--- src/rtl/net_resolver.sv ---
// Registered resolver for one multi-driver net, in the style of the HDL net kinds.
// Each bit is carried as two planes (xz, val): 00=0, 01=1, 10=Z, 11=X.
module net_resolver #(
  parameter int WIDTH        = 4,
  parameter int NUM_DRIVERS  = 4,
  parameter int MODE         = 0,
  parameter int DECAY_CYCLES = 8
) (
  input  logic                         clk,
  input  logic                         rst,
  input  logic [NUM_DRIVERS*WIDTH-1:0] drv_val,
  input  logic [NUM_DRIVERS-1:0]       drv_en,
  input  logic                         clr_cnt,
  output logic [WIDTH-1:0]             res_val,
  output logic [WIDTH-1:0]             res_xz,
  output logic                         conflict,
  output logic [7:0]                   conflict_cnt,
  output logic                         charged
);

  localparam int MODE_WAND   = 1;
  localparam int MODE_WOR    = 2;
  localparam int MODE_TRI0   = 3;
  localparam int MODE_TRI1   = 4;
  localparam int MODE_TRIREG = 5;

  localparam logic [WIDTH-1:0] ALL_ONES  = {WIDTH{1'b1}};
  localparam logic [WIDTH-1:0] ALL_ZEROS = {WIDTH{1'b0}};

  // Reset/idle value per net kind: tri/wand/wor float, tri0/tri1 pull, trireg starts unknown.
  localparam logic [WIDTH-1:0] RST_XZ  = (MODE == MODE_TRI0 || MODE == MODE_TRI1) ? ALL_ZEROS : ALL_ONES;
  localparam logic [WIDTH-1:0] RST_VAL = (MODE == MODE_TRI1 || MODE == MODE_TRIREG) ? ALL_ONES : ALL_ZEROS;

  localparam int CW = (DECAY_CYCLES < 2) ? 1 : $clog2(DECAY_CYCLES + 1);
  localparam logic [CW-1:0] DECAY_MAX = CW'(DECAY_CYCLES);

  logic [WIDTH-1:0] any_one;
  logic [WIDTH-1:0] any_zero;
  logic             any_en;

  // Per bit: does any enabled driver pull it high, and does any pull it low.
  for (genvar gi = 0; gi < WIDTH; gi++) begin : g_bit
    logic [NUM_DRIVERS-1:0] column;
    for (genvar gj = 0; gj < NUM_DRIVERS; gj++) begin : g_drv
      assign column[gj] = drv_val[gj*WIDTH + gi];
    end
    assign any_one[gi]  = |(column & drv_en);
    assign any_zero[gi] = |(~column & drv_en);
  end

  assign any_en = |drv_en;

  logic [WIDTH-1:0] res_val_reg, res_val_next;
  logic [WIDTH-1:0] res_xz_reg, res_xz_next;
  logic             conflict_reg, conflict_next;
  logic [7:0]       cnt_reg, cnt_next;
  logic             charged_reg, charged_next;
  logic [CW-1:0]    decay_reg, decay_next;
  logic [CW-1:0]    decay_inc;

  assign decay_inc = decay_reg + 1'b1;

  always_comb begin
    res_val_next  = res_val_reg;
    res_xz_next   = res_xz_reg;
    conflict_next = 1'b0;
    charged_next  = 1'b0;
    decay_next    = '0;
    if (any_en) begin
      if (MODE == MODE_WAND) begin
        res_val_next = ~any_zero;
        res_xz_next  = ALL_ZEROS;
      end else if (MODE == MODE_WOR) begin
        res_val_next = any_one;
        res_xz_next  = ALL_ZEROS;
      end else begin
        // Disagreeing bits have any_one set, so val=1 lands them on the X code.
        res_val_next  = any_one;
        res_xz_next   = any_one & any_zero;
        conflict_next = |(any_one & any_zero);
      end
      charged_next = (MODE == MODE_TRIREG);
    end else if (MODE == MODE_TRIREG) begin
      charged_next = charged_reg;
      decay_next   = decay_reg;
      if (DECAY_CYCLES != 0 && decay_reg != DECAY_MAX) begin
        decay_next = decay_inc;
        if (decay_inc == DECAY_MAX) begin
          res_val_next = ALL_ONES;
          res_xz_next  = ALL_ONES;
          charged_next = 1'b0;
        end
      end
    end else begin
      res_val_next = RST_VAL;
      res_xz_next  = RST_XZ;
    end
  end

  always_comb begin
    cnt_next = cnt_reg;
    if (clr_cnt)
      cnt_next = 8'd0;
    else if (conflict_next && cnt_reg != 8'hFF)
      cnt_next = cnt_reg + 8'd1;
  end

  always_ff @(posedge clk or posedge rst) begin
    if (rst) begin
      res_val_reg  <= RST_VAL;
      res_xz_reg   <= RST_XZ;
      conflict_reg <= 1'b0;
      cnt_reg      <= 8'd0;
      charged_reg  <= 1'b0;
      decay_reg    <= '0;
    end else begin
      res_val_reg  <= res_val_next;
      res_xz_reg   <= res_xz_next;
      conflict_reg <= conflict_next;
      cnt_reg      <= cnt_next;
      charged_reg  <= charged_next;
      decay_reg    <= decay_next;
    end
  end

  assign res_val      = res_val_reg;
  assign res_xz       = res_xz_reg;
  assign conflict     = conflict_reg;
  assign conflict_cnt = cnt_reg;
  assign charged      = charged_reg;

endmodule

--- config.mk ---
export PLATFORM = sky130hd
export DESIGN_NAME = net_resolver
export DESIGN_NICKNAME = d
export VERILOG_FILES = /design/src/rtl/net_resolver.sv
export SDC_FILE = /design/constraint.sdc
export NUM_CORES = 1
export LEC_CHECK = 0
export CAP_MARGIN = 20
export CORE_MARGIN = 8
export CORE_UTILIZATION = 45
export DETAILED_ROUTE_END_ITERATION = 8
export PLACE_DENSITY = 0.77
export RECOVER_POWER = 100
export SLEW_MARGIN = 25
export SYNTH_ARGS = -nofsm -noshare
export SYNTH_HDL_FRONTEND = slang
export SYNTH_SLANG_ARGS = --single-unit
--- constraint.sdc ---
create_clock -name clk -period 3.9 [get_ports clk]
set_clock_uncertainty 0.05 [all_clocks]
set_input_delay 0.78 -clock clk [delete_from_list [all_inputs] [get_ports clk]]
set_output_delay 0.78 -clock clk [all_outputs]
set_load 0.005 [all_outputs]
# Yosys cells after proc, flatten, opt, wreduce, memory -nomap -nowiden
# Index checks and enable logic that the tools add are counted.
dict set report totals {
  regBits 17
  input_bits 23
  out_inout_bits 18
  word_cells 36
}
dict set report op_classes {
  addsub 1
  n_eq_ne 1
  n_mux 5
  bitwise 13
  reduce_logical 12
}
# op count
set ops {}
lappend ops {{$reduce_or A4 Y1} 10}
lappend ops {{$and A4 B4 Y4} 9}
lappend ops {{$mux W8} 2}
lappend ops {{$not A4 Y4} 4}
lappend ops {{$add A8 B1 Y8 const B} 1}
lappend ops {{$mux W4} 2}
lappend ops {{$ne A8 B8 Y1 const B} 1}
lappend ops {{$reduce_bool A2 Y1} 1}
lappend ops {{$logic_and A1 B1 Y1} 1}
lappend ops {{$mux W1} 1}

# Logic depth before layout (Yosys ltp)
# Gate-level depths: netlist (run 1).
dict set report depth {
  depth_word 9
  ltp_mapped 7
  mapped_depth_nobuf 6
}

# Worst setup path after synthesis (run 1)
# OpenSTA, ideal clock, no wires.
dict set report synth_timing {
  path_type {input-to-reg}
  from {input port drv_en[2]}
  to {register cnt_reg[3] (netlist: conflict_cnt[3])}
  setup_time_ns 0.127
  arrival_time_ns 2.281
  t_required_ns 3.723
  slack_ns 1.442
  stages 7
  path_buffers 1
  cell_sequence {buf_2 a222oi_1 a31oi_1 nor3_2 a41oi_4 nand4_1 mux2_1}
}
dict set report synth_between {
  elab_chain_len 7
  elab_cells_between_ends 22
  classes_between {mux (1); bitwise (9); reduce/logical (12)}
}
# item line_no
set synth_rtl {}
lappend synth_rtl {{start: declaration} 12} ;# input logic [NUM_DRIVERS-1:0] drv_en,
lappend synth_rtl {{$and A4 B4 Y4 (on tied branches)} {47, 48}}
lappend synth_rtl {{$reduce_or A4 Y1 (on tied branches)} {47, 48}}
lappend synth_rtl {{$and A4 B4 Y4} 80} ;# conflict_next = |(any_one & any_zero);
lappend synth_rtl {{$reduce_or A4 Y1} 80}
lappend synth_rtl {{$mux W1 *} 69} ;# if (any_en) begin
lappend synth_rtl {{$logic_and A1 B1 Y1 *} 104} ;# else if (conflict_next && cnt_reg != 8'hFF)
lappend synth_rtl {{$reduce_bool A2 Y1 (no source line) *} -}
lappend synth_rtl {{end signal: assignment} 120} ;# cnt_reg <= cnt_next;
lappend synth_rtl {{end: declaration} 56} ;# logic [7:0] cnt_reg, cnt_next;
# Every way passes the cells marked *; elsewhere a longest branch is shown, timed or not.
# A chain may end at the register's enable or synchronous reset.

# Worst setup path after layout (run 1)
dict set report layout_timing {
  from {input port drv_en[0]}
  to {register cnt_reg[4] (netlist: conflict_cnt[4])}
}
# The elaborated chain is that of the path after synthesis.

==> out/metrics.yaml, run 1 <==
ios: 41
syn-mean-instance-area_um2: 9.88
path_depth: 7
syn_nets: 134
tightest_slew_ns: 0.648
drcViolationCount: 0
r2r-end: "conflict_cnt[4]"
dieArea_um2: 4250
worst_ep_arrival_time_ns: 3.35
hold_end: "conflict_cnt[5]"
rrSetupSlack_ns: 1.84
synth_seq_cells: 17
cts_buffers: 3
synthArstFlopShare_pct: 100
leakage_nw: 0.612
period_minus_slack_ns: 3.24
cpPeakStageDelay_ns: 0.68
first_pass_iters: 5
crit_chain: "dlygate4sd3_1 -> a222oi_1 -> a31oi_1 -> nor3_1 -> a41oi_4 -> nand4_1 -> mux2_1"
die_h_um: 65.2
hp-class: "reg -> reg"
hold_viol_final: 0
htree_levels: 1
slew_violations: 0
nets: 172
yosysUniqueCellTypes: 33
netlist_area_um2: 1090
swShare_pct: 27.4
vdd_drop_max_v: 0.000246
hold_path_depth: 3
ys_seq_area_share_pct: 39.6
path_class: "in -> reg"
timing.final.setup_violations: 0
cts_tree: "built"
grt_usage_pct: 13.3
antenna_found_initial: 0
areaGrowthSynthToFinish_pct: 34.2
post_cts_buffers: 0
cp_max_fo: 12
largest_register_ff_count: 8
rsz0062_at_grt: "false"
synth-edff-count: 0
first_iter_violations: 51
path_buf_inv: 1
slew_headroom_pct: 56.5
grt_pass1_wl_um: 4600
dp.final_hpwl_um: 2220
netSwitchingPower_mw: 0.111
cts_resized: 0
critPathTopFamily: "compound AO/OA/AOI/OAI gates"
wl_per_cell_um: 15.7
clk_pin_slew_ns: 0.09
vias: 989
place.gp.congestion: 0.844
coreArea_um2: 2390
clock.fmax_mhz: 308
io_buffers: 39
p_int_mw: 0.295
min_from: "conflict_cnt[5]"
critPathLaunchType: "input pin"
ys.flop_type: "dfrtp_1"
clk_path_buf_depth: 2
r2r_cells: 6
hold_buffers: 0
root_buffer: "clkbuf_4"
drt-total-wl_um: 2780
power_frac_comb_pct: 28.1
grt_start_max_net_pins: 18
cp_slowest_cell: "dlygate4sd3_1"
final_util_pct: 61.1
pwr-share-clk_pct: 21.6
die_w_um: 65.2
drv_cap: 0
drive_above_1_share_pct: 5.44
grt_pass1_vias: 1020
powerDensity_nw_per_um2: 278
reg2reg_from: "conflict_cnt[2]"
pwr-share-seq_pct: 50.3
syn_inst: 110
diodes: 0
clock_latency_ns: 0.28
fillers: 215
cp-end-kind: "flop"
power_mw: 0.406
start_util_pct: 45.5
cp.required_ns: 4.01
synth_warnings: 0
status: "finished, final reports clean"
overflow: 0
viasPerCell: 5.59
cts.sinks: 17
finalCritPeriodShare_pct: 83.1
cp-startpoint: "drv_en[0]"
tns_ns: 0
placementRows: 18
drtAntennaViolNets: 0
cell type report:
class	count	area, um^2	share of cell area (%)
Clock buffer	4	26.3	1.80
Inverter	3	11.3	0.772
Multi-Input combinational cell	84	563	38.6
Sequential cell	17	430	29.5
Tap cell	30	37.5	2.57
Timing Repair Buffer	39	390	26.8
power groups by stage:
stage          sequential (mW)  clock [mW]  combinational [mW]
2_1_floorplan            0.208           0              0.0610
3_3_place_gp             0.208           0               0.123
3_5_place_dp             0.208           0               0.126
4_1_cts                  0.205      0.0936               0.127
5_1_grt                  0.206       0.103               0.126
6_report                 0.204      0.0876               0.114
cell usage in the layout, fill, tap and decap left out, types with 4 or more instances in the layout:
master	count
dlygate4sd3_1	20
clkdlybuf4s50_1	19
nand2_1	13
dfrtp_1	13
nand2b_1	8
a21oi_1	8
a222oi_1	8
or2b_1	5
nor2_1	5
a31oi_1	4
nor3b_1	4
nor3_1	4
and3_1	4
nand4_1	4
dfstp_2	4
cell families (layout without fill, tap and decap cells):
| group | count (synthesis) | count (layout) | share of synthesized area [%] |
|---|---|---|---|
| buf+inv | 9 | 46 | 5.29 |
| flops | 17 | 17 | 39.6 |
| xor+xnor | 1 | 1 | 0.806 |
| compound gates | 24 | 24 | 18.6 |
| other cells | 1 | 1 | 0.345 |
| fa+ha+maj | 1 | 1 | 1.15 |
| mux | 4 | 4 | 4.03 |
| simple gates | 53 | 53 | 30.2 |
cell usage after synthesis, drive strengths merged, types with 4 or more instances:
master  count  area share [%]
a21oi       8             4.0
a222oi      8             7.4
a31oi       4             2.3
and3        4             2.3
buf         5             3.9
dfrtp      13              30
dfstp       4             9.7
nand2      13             4.5
nand2b      8             4.6
nand4       4             2.3
nor2        5             1.7
nor3        4             4.8
nor3b       4             2.8
or2b        5             3.5
tightest hold or removal path: cells and delay by family, from the launching register on:
family | cells | cell delay (ns)
buffers and inverters | 1 | 0.06
AND/OR/NAND/NOR | 1 | 0.07
flip-flops | 1 | 0.38
AO/OA/AOI/OAI | 1 | 0.06
layer usage:
layer,track usage [%],wire (um),vias up
li1,-,-,489
met1,14.2,1130,479
met2,24.6,1500,19
met3,3.74,116,2
met4,4.09,29,0
met5,0,0,-
per-stage QoR:
| step | setup slack [ns] | instance area [um^2] | hold WS [ns] | instances |
|---|---|---|---|---|
| CTS | 0.955 | 1500 | 0.582 | 177 |
| global route | 0.478 | 1460 | 0.629 | 177 |
| finish | 0.658 | 1460 | 0.564 | 177 |
| detailed placement | 0.659 | 1470 | 0.568 | 173 |
| floorplan | 1.44 | 1090 | 0.529 | 110 |
| global placement | 0.740 | 1470 | 0.533 | 173 |
how the worst max path moves through the flow:
stage / end
6_report: conflict_cnt[4]
5_1_grt: conflict_cnt[6]
4_1_cts: conflict_cnt[4]
3_5_place_dp: conflict_cnt[4]
3_3_place_gp: conflict_cnt[4]
2_1_floorplan: conflict_cnt[3]
Power figures use the tool's default switching activity.
==> run 2, diff against run 1 <==
--- a/config.mk
+++ b/config.mk
@@ -7,9 +7,9 @@
 export LEC_CHECK = 0
 export CAP_MARGIN = 20
 export CORE_MARGIN = 8
-export CORE_UTILIZATION = 45
+export CORE_UTILIZATION = 39
 export DETAILED_ROUTE_END_ITERATION = 8
-export PLACE_DENSITY = 0.77
+export PLACE_DENSITY = 0.71
 export RECOVER_POWER = 100
 export SLEW_MARGIN = 25
 export SYNTH_ARGS = -nofsm -noshare
==> constraint.sdc (replaced) <==
create_clock -name clk -period 2.8 [get_ports clk]
set_clock_uncertainty 0.05 [all_clocks]
set_input_delay 0.56 -clock clk [delete_from_list [all_inputs] [get_ports clk]]
set_output_delay 0.56 -clock clk [all_outputs]
set_load 0.005 [all_outputs]
==> run 2 against run 1 <==
  * Hold slack better by 0.0096 ns
  * Register-to-register slack got worse by 1.0 ns
  * Clock power grew 48%
  * Via count increased by 4.7%
  * First-iteration DRC count grew 29%
  * Cell area rose by 5.0%
  * Cell count up 3.4%
  * Global-route usage decreased by 1.1 points
  * Die area grew 12%
  * Routed wire length grew 0.54%
  * Highest routed layer is now met3
  * Count of clock-buffer cells in the layout is the same
  * Combinational power grew 50%
==> out/metrics.yaml, run 2 (synthesis gave the netlist of run 1 again) <==
slew_violations: 0  # unchanged
cts_buffers: 3  # unchanged
finalCritPeriodShare_pct: 93.3
placed_cell_area_um2: 1510  # was 1470 um^2
timing.final.setup_violations: 0  # unchanged
pwr-share-seq_pct: 48.6  # was 50.3%
mostFrequentLayoutCell: "clkdlybuf4s50_1"  # was dlygate4sd3_1
period_minus_slack_ns: 2.61
cts_resized: 0  # unchanged
grt_usage_pct: 12.1  # was 13.3%
drv_cap: 0  # unchanged
critPathLaunchType: "input pin"  # unchanged
largest_register_ff_count: 8  # unchanged
io_buffers: 39  # unchanged
hold_buffers: 0  # unchanged
place.gp.congestion: 0.831  # was 0.844
clock.fmax_mhz: 383
areaGrowthSynthToFinish_pct: 40.9  # was 34.2%
leakage_nw: 0.644  # was 0.612 nW
path_class: "in -> reg"  # unchanged
cp_max_fo: 13  # was 12
overflow: 0  # unchanged
swShare_pct: 28.4  # was 27.4%
final_util_pct: 56.5  # was 61.1%
ios: 41  # unchanged
tightest_slew_ns: 0.657  # was 0.648 ns
wl_per_cell_um: 15.3  # was 15.7 um
fin_area_um2: 1530  # was 1460 um^2
clk_path_buf_depth: 2  # unchanged
coreArea_um2: 2710  # was 2390 um^2
drt-total-wl_um: 2790  # was 2780 um
antenna_found_initial: 0  # unchanged
grt_start_max_net_pins: 18  # unchanged
dp_slack_ns: -0.0755  # was 0.659 ns
status: "finished, final reports clean"  # unchanged
powerDensity_nw_per_um2: 382  # was 278 nW/um^2
stdcell_count: 183  # was 177
diodes: 0  # unchanged
power_mw: 0.585  # was 0.406 mW
hp-class: "reg -> reg"  # unchanged
hold_viol_final: 0  # unchanged
root_buffer: "clkbuf_4"  # unchanged
pwr-share-clk_pct: 22.2  # was 21.6%
vdd_drop_max_v: 0.000402  # was 0.000246 V
drtAntennaViolNets: 0  # unchanged
cts_tree: "built"  # unchanged
cts.sinks: 17  # unchanged
setup_slack_ns: 0.186  # was 0.658 ns
htree_levels: 1  # unchanged
cp.required_ns: 2.93  # was 4.01 ns
die_w_um: 68.8  # was 65.2 um
grt_pass1_vias: 1011  # was 1020
post_cts_buffers: 0  # unchanged
netSwitchingPower_mw: 0.166  # was 0.111 mW
drcViolationCount: 0  # unchanged
die_h_um: 68.8  # was 65.2 um
first_pass_iters: 4  # was 5
drive_above_1_share_pct: 11.8  # was 5.44%
first_iter_violations: 66  # was 51
rrSetupSlack_ns: 0.81  # was 1.84 ns
dp.final_hpwl_um: 2220  # about the same
dieArea_um2: 4730  # was 4250 um^2
p_int_mw: 0.419  # was 0.295 mW
worst_ep_arrival_time_ns: 2.74  # was 3.35 ns
placementRows: 19  # was 18
dp_cells: 179  # was 173
rsz0062_at_grt: "false"  # unchanged
start_util_pct: 40.1  # was 45.5%
clk_pin_slew_ns: 0.09  # about the same
grt_pass1_wl_um: 4500  # was 4600 um
slew_headroom_pct: 56.1  # was 56.5%
nets: 177  # was 172
viasPerCell: 5.66  # was 5.59
cp-end-kind: "flop"  # unchanged
clock_latency_ns: 0.29  # was 0.28 ns
power_frac_comb_pct: 29.1  # was 28.1%
most-common-layout-cells: "clkdlybuf4s50_1 (20), dlygate4sd3_1 (19), nand2_1 (13), dfrtp_1 (13)"  # was dlygate4sd3_1 (20), clkdlybuf4s50_1 (19), nand2_1 (13), dfrtp_1 (13)
vias: 1035  # was 989
run 2: critical path, cell delays in order:
cell	delay [ns]
dlygate4sd3_1	0.69
a222oi_1	0.43
a31oi_1	0.10
nor3_2	0.30
nand4_1	0.19
nand4_1	0.15
mux2_1	0.32
run 2: worst paths after layout:
kind	endpoint	startpoint	depth (start not counted)
setup / recovery	conflict_cnt[6]	drv_en[1]	7
hold / removal	conflict_cnt[5]	conflict_cnt[5]	3
setup reg to reg	conflict_cnt[1]	conflict_cnt[2]	7
hold reg to reg	conflict_cnt[5]	conflict_cnt[5]	3
max in group asynchronous	res_val[2]	rst	2
min in group asynchronous	conflict_cnt[7]	rst	2
run 2: per-stage QoR:
step / hold WS [ns] / TNS, ns
6_report: 0.574 / 0
3_3_place_gp: 0.540 / -0.133
5_1_grt: 0.632 / 0
4_1_cts: 0.573 / 0
2_1_floorplan: 0.433 / 0
3_5_place_dp: 0.560 / -0.178
run 2: power groups by stage:
stage	clock [mW]	combinational (mW)	sequential, mW
floorplan	0	0.0850	0.290
global placement	0	0.177	0.290
detailed placement	0	0.181	0.290
CTS	0.136	0.181	0.286
global route	0.149	0.187	0.288
finish	0.130	0.171	0.285
run 2: layout make-up:
| cell class | count | area, um^2 |
|---|---|---|
| Clock buffer | 4 | 26.3 |
| Sequential cell | 17 | 430 |
| Inverter | 3 | 11.3 |
| Fill cell | 263 | 1180 |
| Timing Repair Buffer | 44 | 425 |
| Tap cell | 31 | 38.8 |
| Multi-Input combinational cell | 84 | 599 |
run 2: routing by layer:
metal	global-route usage, %	vias up	wire length [um]
met5	0	-	0
met4	3.26	0	0
met3	3.72	0	164
met2	21.5	28	1510
met1	13.8	510	1120
li1	-	497	-
==> run 3, diff against run 2 <==
--- a/config.mk
+++ b/config.mk
@@ -9,6 +9,7 @@
 export CORE_MARGIN = 8
 export CORE_UTILIZATION = 39
 export DETAILED_ROUTE_END_ITERATION = 8
+export GPL_TIMING_DRIVEN = 0
 export PLACE_DENSITY = 0.71
 export RECOVER_POWER = 100
 export SLEW_MARGIN = 25
==> run 3 against run 2 <==
  * Maximum frequency is 1.9% lower
  * Non-clock buffer count stayed put
  * Setup slack worse by 0.051 ns
==> out/metrics.yaml, run 3 (synthesis gave the netlist of run 1 again) <==
status: "finished, final reports clean"  # unchanged
start_util_pct: 40.1  # unchanged
powerDensity_nw_per_um2: 387  # was 382 nW/um^2
drv_cap: 0  # unchanged
vdd_drop_max_v: 0.000237  # was 0.000402 V
place.gp.congestion: 0.844  # was 0.831
mostFrequentLayoutCell: "clkdlybuf4s50_1"  # unchanged
cp.required_ns: 2.93  # about the same
placementRows: 19  # unchanged
multi_input_area_um2: 596  # was 599 um^2
regArea_um2: 430  # unchanged
slew_headroom_pct: 56.3  # was 56.1%
min_from: "conflict_cnt[5]"  # unchanged
first_iter_violations: 86  # was 66
tightest_slew_ns: 0.655  # was 0.657 ns
die_w_um: 68.8  # unchanged
grt_pass1_wl_um: 5130  # was 4500 um
viasPerCell: 5.66  # unchanged
hold_end: "conflict_cnt[5]"  # unchanged
clk_pin_slew_ns: 0.10  # was 0.09 ns
period_minus_slack_ns: 2.67  # was 2.61 ns
drive_above_1_share_pct: 11.2  # was 11.8%
clock_latency_ns: 0.29  # about the same
clk_path_buf_depth: 2  # unchanged
r2r_cells: 6  # was 7
finalCritPeriodShare_pct: 95.2  # was 93.3%
coreArea_um2: 2710  # unchanged
fin_area_um2: 1530  # about the same
post_cts_buffers: 0  # unchanged
stdcell_count: 183  # unchanged
cts_buffers: 3  # unchanged
dp_cells: 179  # unchanged
rrSetupSlack_ns: 0.76  # was 0.81 ns
hold_viol_final: 0  # unchanged
path_class: "in -> reg"  # unchanged
cp_max_fo: 10  # was 13
ios: 41  # unchanged
nets: 177  # unchanged
placed_cell_area_um2: 1510  # about the same
most-common-layout-cells: "clkdlybuf4s50_1 (20), dlygate4sd3_1 (18), nand2_1 (13), dfrtp_1 (13)"  # was clkdlybuf4s50_1 (20), dlygate4sd3_1 (19), nand2_1 (13), dfrtp_1 (13)
wl_per_cell_um: 16.3  # was 15.3 um
largest_register_ff_count: 8  # unchanged
r2r-end: "conflict_cnt[3]"  # was conflict_cnt[1]
hp-class: "reg -> reg"  # unchanged
rsz0062_at_grt: "false"  # unchanged
dieArea_um2: 4730  # unchanged
hold_path_depth: 3  # unchanged
antenna_found_initial: 0  # unchanged
cts.sinks: 17  # unchanged
grt_usage_pct: 13.8  # was 12.1%
dp.final_hpwl_um: 2360  # was 2220 um
cts_tree: "built"  # unchanged
cts_resized: 0  # unchanged
slew_violations: 0  # unchanged
drcViolationCount: 0  # unchanged
root_buffer: "clkbuf_4"  # unchanged
critPathLaunchType: "input pin"  # unchanged
vias: 1035  # unchanged
grt_start_max_net_pins: 18  # unchanged
io_buffers: 38  # was 39
drtAntennaViolNets: 0  # unchanged
drt-total-wl_um: 2990  # was 2790 um
fillers: 260  # was 263
cp-end-kind: "flop"  # unchanged
htree_levels: 1  # unchanged
leakage_nw: 0.644  # about the same
areaGrowthSynthToFinish_pct: 40.6  # was 40.9%
reg2reg_from: "conflict_cnt[2]"  # unchanged
timing.final.setup_violations: 0  # unchanged
first_pass_iters: 5  # was 4
worst_ep_arrival_time_ns: 2.79  # was 2.74 ns
clock.fmax_mhz: 375  # was 383 MHz
diodes: 0  # unchanged
die_h_um: 68.8  # unchanged
grt_pass1_vias: 1102  # was 1011
overflow: 0  # unchanged
hold_buffers: 0  # unchanged
-- run 3: routing by layer --
metal  vias up  wire [um]  track usage, %
li1        495          -               -
met1       495       1190            16.0
met2        41       1590            25.0
met3         4        173            2.26
met4         0         36            5.26
met5         -          0               0
-- run 3: worst max path at each step --
stage                      end      start  slack (ns)
2_1_floorplan  conflict_cnt[3]  drv_en[2]        0.56
6_report       conflict_cnt[4]  drv_en[3]        0.13
4_1_cts        conflict_cnt[4]  drv_en[3]        0.16
5_1_grt        conflict_cnt[6]  drv_en[3]        0.01
3_3_place_gp   conflict_cnt[3]  drv_en[3]       -0.13
3_5_place_dp   conflict_cnt[4]  drv_en[3]       -0.15
-- run 3: report_power, final --
| group | internal (mW) | total (mW) | switching [mW] |
|---|---|---|---|
| Clock | 0.0553 | 0.135 | 0.0799 |
| Sequential | 0.270 | 0.284 | 0.0135 |
| Combinational | 0.0932 | 0.173 | 0.0801 |
| Total | 0.419 | 0.592 | 0.173 |
-- run 3: cell type report --
| cell class | count | share of cell area [%] |
|---|---|---|
| inverters | 3 | 0.736 |
| multi-input cells | 84 | 39.0 |
| well taps | 31 | 2.54 |
| repair buffers | 38 | 24.9 |
| plain buffers | 6 | 3.03 |
| flip-flops and latches | 17 | 28.2 |
| clock buffers | 4 | 1.72 |
-- run 3: worst max-delay path: stages --
cell	delay, ns
clkdlybuf4s50_1	0.48
buf_4	0.21
a222oi_1	0.34
a31oi_1	0.10
nor3_2	0.36
a41oi_4	0.25
nand4_1	0.16
mux2_1	0.33
-- run 3: stage by stage --
stage               util [%]  total power [mW]  setup slack, ns  hold WS [ns]  setup TNS, ns
global placement        55.6             0.466           -0.133         0.536         -0.354
detailed placement      55.6             0.471           -0.153         0.558         -0.460
finish                  56.4             0.592            0.135         0.562              0
floorplan                  -             0.375            0.562         0.433              0
global route            56.4             0.628           0.0104         0.641              0
CTS                     56.6             0.610            0.156         0.576              0
